--- src/rtl/thread_pc_sequencer.sv ---
// ---------------------------------------------------------------------------
// Module  : thread_pc_sequencer
// Brief   : Round-robin thread issue sequencer: PC read, fetch handshake,
//           PC writeback. Optional macro PC_WRAP_TRAP_EN adds wrap_trap.
// Revision: 1.0 - initial release
// ---------------------------------------------------------------------------
`default_nettype none

module thread_pc_sequencer #(
  parameter int NTHREADS = 32,
  parameter int PCW      = 12
) (
  input  logic                clk,
  input  logic                rst,
  input  logic                run,
  input  logic [NTHREADS-1:0] thread_ready,
  output logic [4:0]          rthreadid,
  input  logic [PCW-1:0]      qpc,
  output logic [4:0]          wthreadid,
  output logic [PCW-1:0]      dpc,
  output logic                wepc,
  output logic                fetch_req,
  output logic [PCW-1:0]      fetch_addr,
  output logic [4:0]          fetch_tid,
  input  logic                fetch_ack,
  input  logic                redirect,
  input  logic [PCW-1:0]      redirect_pc,
  output logic                issue_valid
`ifdef PC_WRAP_TRAP_EN
  ,
  output logic                wrap_trap
`endif
);

  localparam int TIDW = 5;

  localparam logic [2:0] IDLE  = 3'd0;
  localparam logic [2:0] READ  = 3'd1;
  localparam logic [2:0] LATCH = 3'd2;
  localparam logic [2:0] FETCH = 3'd3;
  localparam logic [2:0] WRITE = 3'd4;

  logic [2:0]      state;
  logic [2:0]      state_nxt;
  logic [TIDW-1:0] last_tid;
  logic [TIDW-1:0] pick;
  logic [TIDW-1:0] idx;
  logic            found;
  logic            start;
  logic [PCW-1:0]  pc_r;
  logic [PCW-1:0]  next_pc;
  logic            wrap;
`ifdef PC_WRAP_TRAP_EN
  logic            trap_flag;
`endif

  // Scan last_tid+1 .. last_tid+32; the 5-bit add wraps naturally.
  always_comb begin
    pick  = '0;
    found = 1'b0;
    idx   = '0;
    for (int i = 1; i <= NTHREADS; i++) begin
      idx = last_tid + TIDW'(i);
      if (!found && thread_ready[idx]) begin
        pick  = idx;
        found = 1'b1;
      end
    end
  end

  assign start = run && found;
  assign wrap  = !redirect && (pc_r == '1);

`ifdef PC_WRAP_TRAP_EN
  // A thread that runs off the top of PC space halts on its last PC.
  assign next_pc = redirect ? redirect_pc : (wrap ? pc_r : pc_r + 1'b1);
`else
  assign next_pc = redirect ? redirect_pc : pc_r + 1'b1;
`endif

  always_ff @(posedge clk or posedge rst) begin
    if (rst) state <= IDLE;
    else     state <= state_nxt;
  end

  always_comb begin
    state_nxt = state;
    case (state)
      IDLE:    if (start) state_nxt = READ;
      READ:    state_nxt = LATCH;
      LATCH:   state_nxt = FETCH;
      FETCH:   if (fetch_ack) state_nxt = WRITE;
      WRITE:   state_nxt = IDLE;
      default: state_nxt = IDLE;
    endcase
  end

  always_comb begin
    fetch_req   = 1'b0;
    wepc        = 1'b0;
    issue_valid = 1'b0;
`ifdef PC_WRAP_TRAP_EN
    wrap_trap   = 1'b0;
`endif
    case (state)
      FETCH: fetch_req = 1'b1;
      WRITE: begin
        wepc        = 1'b1;
        issue_valid = 1'b1;
`ifdef PC_WRAP_TRAP_EN
        wrap_trap   = trap_flag;
`endif
      end
      default: ;
    endcase
  end

  always_ff @(posedge clk or posedge rst) begin
    if (rst) begin
      rthreadid  <= '0;
      wthreadid  <= '0;
      fetch_tid  <= '0;
      fetch_addr <= '0;
      dpc        <= '0;
      pc_r       <= '0;
      last_tid   <= '1;
`ifdef PC_WRAP_TRAP_EN
      trap_flag  <= 1'b0;
`endif
    end else begin
      case (state)
        IDLE:  if (start) rthreadid <= pick;
        LATCH: begin
          pc_r       <= qpc;
          fetch_addr <= qpc;
          fetch_tid  <= rthreadid;
        end
        FETCH: if (fetch_ack) begin
          wthreadid <= fetch_tid;
          dpc       <= next_pc;
`ifdef PC_WRAP_TRAP_EN
          trap_flag <= wrap;
`endif
        end
        WRITE: last_tid <= fetch_tid;
        default: ;
      endcase
    end
  end

`ifndef PC_WRAP_TRAP_EN
  logic unused_wrap;
  assign unused_wrap = wrap;
`endif

endmodule

`default_nettype wire

--- config.mk ---
export PLATFORM = sky130hd
export DESIGN_NAME = thread_pc_sequencer
export DESIGN_NICKNAME = d
export VERILOG_FILES = /design/src/rtl/thread_pc_sequencer.sv
export SDC_FILE = /design/constraint.sdc
export NUM_CORES = 1
export LEC_CHECK = 0
export BUFFER_PORTS_ARGS = -buffer_cell sky130_fd_sc_hd__buf_2
export CORE_AREA = 2 2 128 130
export CTS_CLUSTER_DIAMETER = 60
export DETAILED_ROUTE_END_ITERATION = 6
export DIE_AREA = 0 0 130 132
export PLACE_DENSITY_LB_ADDON = 0.25
export SLEW_MARGIN = 25
export SYNTH_ARGS = -nofsm -noshare
export SYNTH_HDL_FRONTEND = slang
export SYNTH_SLANG_ARGS = --single-unit
--- constraint.sdc ---
create_clock -name clk -period 5.95 [get_ports clk]
set_input_delay 1.19 -clock clk [delete_from_list [all_inputs] [get_ports clk]]
set_output_delay 1.19 -clock clk [all_outputs]
set_load 0.03 [all_outputs]
==> results of run 1 <==
## per-stage QoR
step | area [um2] | hold slack [ns] | setup WS, ns
detailed placement | 9240 | 0.465 | 0.495
CTS | 9380 | 0.480 | 0.473
floorplan | 8530 | 0.466 | 0.278
finish | 9390 | 0.474 | 0.345
global placement | 9240 | 0.457 | 0.398
global route | 9390 | 0.511 | 0.154
## worst reg2reg max path, stage by stage, from the launching register on
cell and delay, ns:
dfstp_2 0.80, inv_2 0.09, buf_4 0.21, ha_1 0.33
xor2_2 0.73, mux4_2 0.67, mux4_2 0.61, nand3_2 0.33
or4b_1 0.39, o21ai_0 0.24, nor4b_1 0.56, a21oi_1 0.13
a211oi_1 0.24, o221ai_1 0.15
## worst max-delay path by stage
stage / startpoint / endpoint / slack (ns) / depth (start not counted)
floorplan: last_tid[2] / rthreadid[4] / 0.28 / 19
global placement: last_tid[1] / rthreadid[1] / 0.40 / 13
detailed placement: last_tid[1] / rthreadid[4] / 0.50 / 12
CTS: last_tid[1] / rthreadid[1] / 0.47 / 13
global route: last_tid[1] / rthreadid[1] / 0.15 / 13
finish: last_tid[1] / rthreadid[1] / 0.35 / 13
## area by class of cell
cell class	instances	area (um2)
multi-input combinational	830	6930
fill	1436	6330
inverter	22	83.8
clock buffer	6	129
clock inverter	2	12.5
timing repair buffer	136	778
tap	216	270
sequential	47	1180
## logic make-up after synthesis
logic type,Yosys count,share of synthesized area [%]
compound gates,242,18.6
buf+inv,85,5.07
mux,197,36.8
flops,47,13.9
simple gates,342,19.9
xor+xnor,35,3.68
fa+ha+maj,14,2.05
## flip-flops by register name (all words and copies together), names as in the netlist
| signal | cells |
|---|---|
| dpc | 12 |
| pc_r | 12 |
| fetch_tid | 5 |
| last_tid | 5 |
| rthreadid | 5 |
| wthreadid | 5 |
| state | 3 |
## metal layers
layer	vias up	global-route usage, %	wire length, um
met4	0	15.4	1620
met3	106	7.87	3370
met1	4223	51.2	12100
li1	3870	-	-
met5	-	0	0
met2	579	53.6	13800
## Yosys cell counts, types with 4 or more instances
library cell,count
nor2b_1,12
a21oi_1,59
o22ai_1,11
mux2i_1,58
nand4_1,13
inv_1,18
buf_6,7
nand2_1,116
mux2_2,43
ha_1,14
o211ai_1,6
nand3_1,27
dfstp_2,5
xnor2_1,21
nand2b_1,13
dfrtp_1,42
o21ai_0,70
o21a_1,5
or3_1,15
a22oi_1,7
nor3_1,24
and2_1,12
xor2_1,13
a21o_1,6
mux2_1,5
a2111oi_0,4
a31oi_1,7
buf_2,18
a211oi_1,13
nor2_1,68
mux4_2,85
clkbuf_1,30
and3_1,13
a21boi_0,7
o21bai_1,4
==> flow_metrics.tcl, run 1 <==
set metrics [dict create \
    cts-buffers-inserted 5 \
    final.setup.tns_ns 0 \
    synth.yosys.seq_area_share_pct 13.9 \
    drive_above_1_share_pct 29.5 \
    clock_sinks 47 \
    vias_per_cell 6.97 \
    clock-skew-final_ns 0.00507 \
    placementRows 46 \
    drt-initial-drc-count 1125 \
    synth.net_count 1037 \
    design.die.area_mm2 0.0172 \
    grt_setup_unrepaired "false" \
    cp_num_buf_inv 2 \
    drv_cap 0 \
    clock.fmax_ghz 0.178 \
    synth_enable_flop_cells 0 \
    holdCritPathClass "flip-flop to flip-flop" \
    route.antenna.remaining_nets 0 \
    crit_path_cell_trace "inv_2 -> buf_4 -> ha_1 -> xor2_2 -> mux4_2 -> mux4_2 -> nand3_2 -> or4b_1 -> o21ai_0 -> nor4b_1 -> a21oi_1 -> a211oi_1 -> o221ai_1" \
    yosys_register_bits 47 \
    postCtsSetupRepairBufs 0 \
    clk_transition_reported_paths_ns 0.07 \
    final_net_count 1117 \
    worst_r2r_path_depth 13 \
    global_route.usage.total_pct 36.2 \
    globalRouteOverflowTotal 0 \
    path_class "flip-flop to flip-flop" \
    post-dp-hpwl_mm 23.8 \
    drt-wirelength-per-cell_um 24.6 \
    synth_largest_type_area_fraction_pct 22.4 \
    synth.yosys.warnings 0 \
    clock_tree_from_tritoncts "built" \
    globalplace.congestion 1.07 \
    timing.slew.headroom_pct 42.1 \
    ios 103 \
    post_layout_nonfiller_instances 1259 \
    worst_hold_path.num_cells 2 \
    worst_pin_slew_ns 0.868 \
    timing_max_transition_violations_final 0 \
    timing.hold.worst.start "dpc[7]" \
    chipHeight_um 132 \
    syn_area_per_cell_um2 8.87 \
    r2r_end "rthreadid[1]" \
    final_util_pct 59.7 \
    clock_path_buffers 2 \
    status "completed" \
    cp_slowest_stage_delay_ns 0.80 \
    leading_cell_type_in_the_layout_fill_and_taps_excluded "nand2_1" \
    min_period_over_period_pct 94.2 \
    hold_viol 0 \
    worstSkewPairLatency_ns 0.29 \
    post-place-cells 1251 \
    layout_common_cells "nand2_1, buf_2, mux4_2" \
    cts_repair_resize_count 0 \
    grt_antenna_before_repair 0 \
    synth_largest_area_cell "mux4_2" \
    synth_area_leaders "mux4_2, dfrtp_1, mux2i_1, mux2_2, nand2_1" \
    drc_errors_left 0 \
    r2r_start "last_tid[1]" \
    hold_critical_path_endpoint "dpc[7]" \
    maximum_number_of_pins_on_one_net_before_global_route_repair 49 \
    initial_utilization_pct 54.3 \
    core_region_area_mm2 0.0157 \
    insertedDiodeCount 0 \
    grt_pass1_wl_mm 47.8 \
    crit_family "multiplexers" \
    via_count_of_the_first_global_routing_pass 8185 \
    num_vias 8778 \
    critPathLaunchType "flip-flop" \
    synthCells 962 \
    place.port_buffers 102 \
    crit_path_max_fanout 16 \
    critical_path.most_common_cell "mux4_2" \
    finalSetupViolCount 0 \
    first_pass_iters 6 \
    timing.critical_path.slowest_stage_cell "dfstp_2" \
    crit_path_end_kind "flip-flop" \
    postSynth.asyncResetShare_pct 100 \
    cts.hold.buffers_added 0 \
    timing.critical_path.arrival_ns 5.76 \
    drt-total-wl_mm 31.0 \
    area_growth_pct 10.0 \
    synth_top_flop_cell "dfrtp_1" \
    netlist-cell-type-count 90 \
    critical_path_required_ns 6.11 \
    r2r_setup_slack_ns 0.35 \
    clk_root_buffer_cell "clkbuf_16" \
    mappedNetlistArea_mm2 0.00853 \
    htree_num_levels 2 \
    post-route-min-period_ns 5.60 \
    floorplan.die.width_um 130 \
]
Power of run 1 is not shown: default switching activity piles up to over one toggle a cycle in this logic, so the estimate is an artifact.
==> run 2: changes to the inputs <==
--- a/config.mk
+++ b/config.mk
@@ -5,12 +5,13 @@
 export SDC_FILE = /design/constraint.sdc
 export NUM_CORES = 1
 export LEC_CHECK = 0
-export BUFFER_PORTS_ARGS = -buffer_cell sky130_fd_sc_hd__buf_2
-export CORE_AREA = 2 2 128 130
+export CORE_AREA = 2 2 188 190
 export CTS_CLUSTER_DIAMETER = 60
 export DETAILED_ROUTE_END_ITERATION = 6
-export DIE_AREA = 0 0 130 132
+export DIE_AREA = 0 0 190 192
+export DONT_BUFFER_PORTS = 1
 export PLACE_DENSITY_LB_ADDON = 0.25
+export SKIP_CTS_REPAIR_TIMING = 1
 export SLEW_MARGIN = 25
 export SYNTH_ARGS = -nofsm -noshare
 export SYNTH_HDL_FRONTEND = slang
==> run 2 against run 1 <==
Against the previous run: routed wire length increased by 16%; setup slack got worse by 0.079 ns; critical path type unchanged; sequential share of layout area increased by 0.20 points; die area increased by 110%.
==> flow_metrics.tcl, run 2 (synthesis results as in run 1) <==
set metrics [dict create \
    status "completed" \
    post-dp-hpwl_mm 27.9 \
    layout_common_cells "nand2_1, mux4_2, o21ai_0" \
    clock.fmax_ghz 0.176 \
    floorplan.die.width_um 190 \
    core_region_area_mm2 0.0343 \
    post_layout_nonfiller_instances 1398 \
    globalplace.congestion 0.956 \
    critPathLaunchType "flip-flop" \
    vias_per_cell 5.89 \
    hold_viol 0 \
    timing_max_transition_violations_final 0 \
    leading_cell_type_in_the_layout_fill_and_taps_excluded "nand2_1" \
    num_vias 8231 \
    drc_errors_left 0 \
    crit_path_end_kind "flip-flop" \
    clk_transition_reported_paths_ns 0.07 \
    route.antenna.remaining_nets 0 \
    drt-initial-drc-count 873 \
    maximum_number_of_pins_on_one_net_before_global_route_repair 62 \
    final_net_count 1017 \
    chipHeight_um 192 \
    final.setup.tns_ns 0 \
    ios 103 \
    via_count_of_the_first_global_routing_pass 7741 \
    path_class "flip-flop to flip-flop" \
    clock_path_buffers 2 \
    drv_cap 0 \
    worstSkewPairLatency_ns 0.29 \
    crit_path_max_fanout 61 \
    timing.slew.headroom_pct 39.2 \
    timing.critical_path.arrival_ns 5.85 \
    post-route-min-period_ns 5.68 \
    grt_pass1_wl_mm 52.6 \
    insertedDiodeCount 0 \
    clock_tree_from_tritoncts "built" \
    place.port_buffers 0 \
    dr.max_layer_used "met5" \
    holdCritPathClass "flip-flop to flip-flop" \
    critical_path_required_ns 6.12 \
    final_util_pct 26.9 \
    grt_antenna_before_repair 2 \
    drt-total-wl_mm 35.9 \
    placementRows 68 \
    finalSetupViolCount 0 \
    global_route.usage.total_pct 19.3 \
    clock_sinks 47 \
    worst_pin_slew_ns 0.912 \
    area_growth_pct 8.30 \
    min_period_over_period_pct 95.5 \
    first_pass_iters 5 \
    wl_met2_mm 16.3 \
    met1_length_mm 15.1 \
    drt-wirelength-per-cell_um 25.7 \
    cts-buffers-inserted 5 \
    biggestRegsByFlops "dpc x12, pc_r x12" \
    met3_wirelength_mm 3.35 \
    initial_utilization_pct 24.9 \
    htree_num_levels 2 \
    clock-skew-final_ns 0.0101 \
    globalRouteOverflowTotal 0 \
    drive_above_1_share_pct 22.3 \
    design.die.area_mm2 0.0365 \
    post-place-cells 1390 \
    clk_root_buffer_cell "clkbuf_16" \
    grt_setup_unrepaired "false" \
]
run 2: layout make-up:
cell class	count	area, um2
fillers	3720	25000
flip-flops and latches	47	1180
clock buffers	5	125
inverters	22	85.1
clock inverters	3	46.3
repair buffers	36	295
multi-input cells	830	6940
well taps	455	569
run 2: final timing paths:
path | startpoint | to | slack (ns) | cells past startpoint
min reg2reg | state[2] | state[0] | 0.55 | 1
min in group asynchronous | rst | pc_r[5] | 0.82 | 1
max reg2reg | last_tid[1] | rthreadid[3] | 0.27 | 16
max in group asynchronous | rst | rthreadid[2] | 4.70 | 1
min | state[2] | state[0] | 0.55 | 1
max | last_tid[1] | rthreadid[3] | 0.27 | 16
run 2: layer usage:
layer / global-route usage (%) / vias to the layer above
met5: 0 / -
met2: 30.3 / 410
met3: 5.08 / 58
li1: - / 3677
met4: 5.69 / 2
met1: 25.9 / 4084
run 2: stage by stage:
stage	instance area, um2	setup WS (ns)	hold slack (ns)
2_1_floorplan	8530	0.278	0.466
6_report	9240	0.266	0.548
3_5_place_dp	9070	0.441	0.530
4_1_cts	9240	0.408	0.551
5_1_grt	9240	0.0839	0.607
3_3_place_gp	9070	0.301	0.534
run 2: worst max-delay path, stage by stage (launching register included):
cell       delay (ns)
dfstp_2          0.56
buf_12           0.33
ha_1             0.24
xor2_1           0.64
buf_4            0.33
mux4_2           0.56
or3_1            0.35
and4_4           0.24
a41oi_4          0.29
nand4_1          0.40
nor2_1           0.43
buf_4            0.22
o21ai_0          0.14
o311ai_0         0.19
nand4bb_1        0.20
a211oi_1         0.27
o21ai_1          0.11
Power of run 2 is left out for the same reason.
==> run 3: changes to the inputs <==
==> constraint.sdc (replaced) <==
create_clock -name clk -period 5.22 [get_ports clk]
set_input_delay 1.044 -clock clk [delete_from_list [all_inputs] [get_ports clk]]
set_output_delay 1.044 -clock clk [all_outputs]
set_load 0.03 [all_outputs]
==> run 3 against run 2 <==
Against the previous run: hold slack lost 0.0071 ns; critical path depth shrank 4; clock skew shrank 0.00070 ns; routed wire length shrank 2.2%; via count grew 0.13%; critical endpoint is now rthreadid[4]; largest cell class unchanged.
==> flow_metrics.tcl, run 3 (synthesis results as in run 1) <==
set metrics [dict create \
    grt_setup_unrepaired "false" \
    route.antenna.remaining_nets 0 \
    core_region_area_mm2 0.0343 \
    clock_path_buffers 2 \
    final_net_count 1040 \
    timing.critical_path.arrival_ns 5.16 \
    biggestRegsByFlops "dpc x12, pc_r x12" \
    drt-initial-drc-count 732 \
    design.die.area_mm2 0.0365 \
    first_pass_iters 7 \
    clock-skew-final_ns 0.00941 \
    via_count_of_the_first_global_routing_pass 7974 \
    post_layout_nonfiller_instances 1421 \
    layout_common_cells "nand2_1, mux4_2, o21ai_0" \
    global_route.usage.total_pct 18.9 \
    timing.slew.headroom_pct 44.3 \
    crit_path_end_kind "flip-flop" \
    chipHeight_um 192 \
    layout.area.seq_mm2 0.00118 \
    clk_root_buffer_cell "clkbuf_16" \
    cts-buffers-inserted 5 \
    ios 103 \
    drt-total-wl_mm 35.1 \
    holdCritPathClass "flip-flop to flip-flop" \
    worst_pin_slew_ns 0.833 \
    num_vias 8242 \
    drt-wirelength-per-cell_um 24.7 \
    finalSetupViolCount 0 \
    critPathLaunchType "flip-flop" \
    vias_per_cell 5.80 \
    post-place-cells 1413 \
    path_class "flip-flop to flip-flop" \
    clock_tree_from_tritoncts "built" \
    floorplan.die.width_um 190 \
    initial_utilization_pct 24.9 \
    r2r_setup_slack_ns 0.29 \
    fillers 3668 \
    globalplace.congestion 0.962 \
    worstSkewPairLatency_ns 0.30 \
    area_growth_pct 10.7 \
    globalRouteOverflowTotal 0 \
    placementRows 68 \
    grt_antenna_before_repair 0 \
    clock.fmax_ghz 0.203 \
    hold_viol 0 \
    crit_path_max_fanout 17 \
    grt_pass1_wl_mm 52.5 \
    area_of_the_multi_input_gates_mm2 0.00696 \
    clock_sinks 47 \
    drv_cap 0 \
    htree_num_levels 2 \
    drive_above_1_share_pct 24.3 \
    status "completed" \
    final.setup.tns_ns 0 \
    leading_cell_type_in_the_layout_fill_and_taps_excluded "nand2_1" \
    insertedDiodeCount 0 \
    timing_max_transition_violations_final 0 \
    min_period_over_period_pct 94.5 \
    post-route-min-period_ns 4.93 \
    drc_errors_left 0 \
    maximum_number_of_pins_on_one_net_before_global_route_repair 58 \
    clk_transition_reported_paths_ns 0.07 \
    post-dp-hpwl_mm 28.0 \
    place.port_buffers 0 \
    critical_path_required_ns 5.45 \
]
run 3: changes by cell type in the layout (fill, tap and decap cells not counted):
cell	before	now
xnor2_1	20	19
ha_4	0	1
buf_12	2	3
clkinv_1	1	0
buf_4	34	56
xor2_1	12	13
inv_4	1	0
ha_1	14	13
xnor2_4	0	1
clkinv_2	0	2
xor2_2	2	1
run 3: layout make-up:
cell class	instances	area share, %
clock buffer	5	1.32
clock inverter	3	0.490
multi-input combinational	830	73.7
tap	455	6.02
timing repair buffer	59	5.08
sequential	47	12.5
inverter	22	0.900
run 3: critical path, stage by stage (launching register included):
cell and delay, ns:
dfstp_2 0.69, inv_2 0.09, ha_4 0.42, mux4_2 0.44, mux4_2 0.55, mux2_4 0.34
a211oi_4 0.24, nand3_2 0.30, or3_1 0.57, o32ai_1 0.41, a2111oi_0 0.11, or4_1 0.60
o211ai_2 0.10
run 3: through the flow:
step / setup WS (ns) / util, % / instance area, um2 / hold slack (ns)
floorplan: 0.0359 / - / 8560 / 0.466
global placement: 0.331 / 27.0 / 9270 / 0.521
detailed placement: 0.291 / 27.0 / 9270 / 0.529
CTS: 0.297 / 27.5 / 9440 / 0.544
global route: 0.00149 / 27.6 / 9450 / 0.588
finish: 0.287 / 27.6 / 9450 / 0.541
run 3: path summary, 6_finish.rpt:
path                                end        start  cells after the start
max                        rthreadid[4]  last_tid[0]                     12
min                            state[0]     state[2]                      1
max reg2reg                rthreadid[4]  last_tid[0]                     12
min reg2reg                    state[0]     state[2]                      1
max in group asynchronous  wthreadid[2]          rst                      1
min in group asynchronous       pc_r[5]          rst                      1
run 3: routing by layer:
metal  wire [um]  track usage (%)
met1       15100             25.7
met2       16300             30.2
met3        2530             3.56
met4        1150             6.20
met5           0                0
Power of run 3 is left out for the same reason.
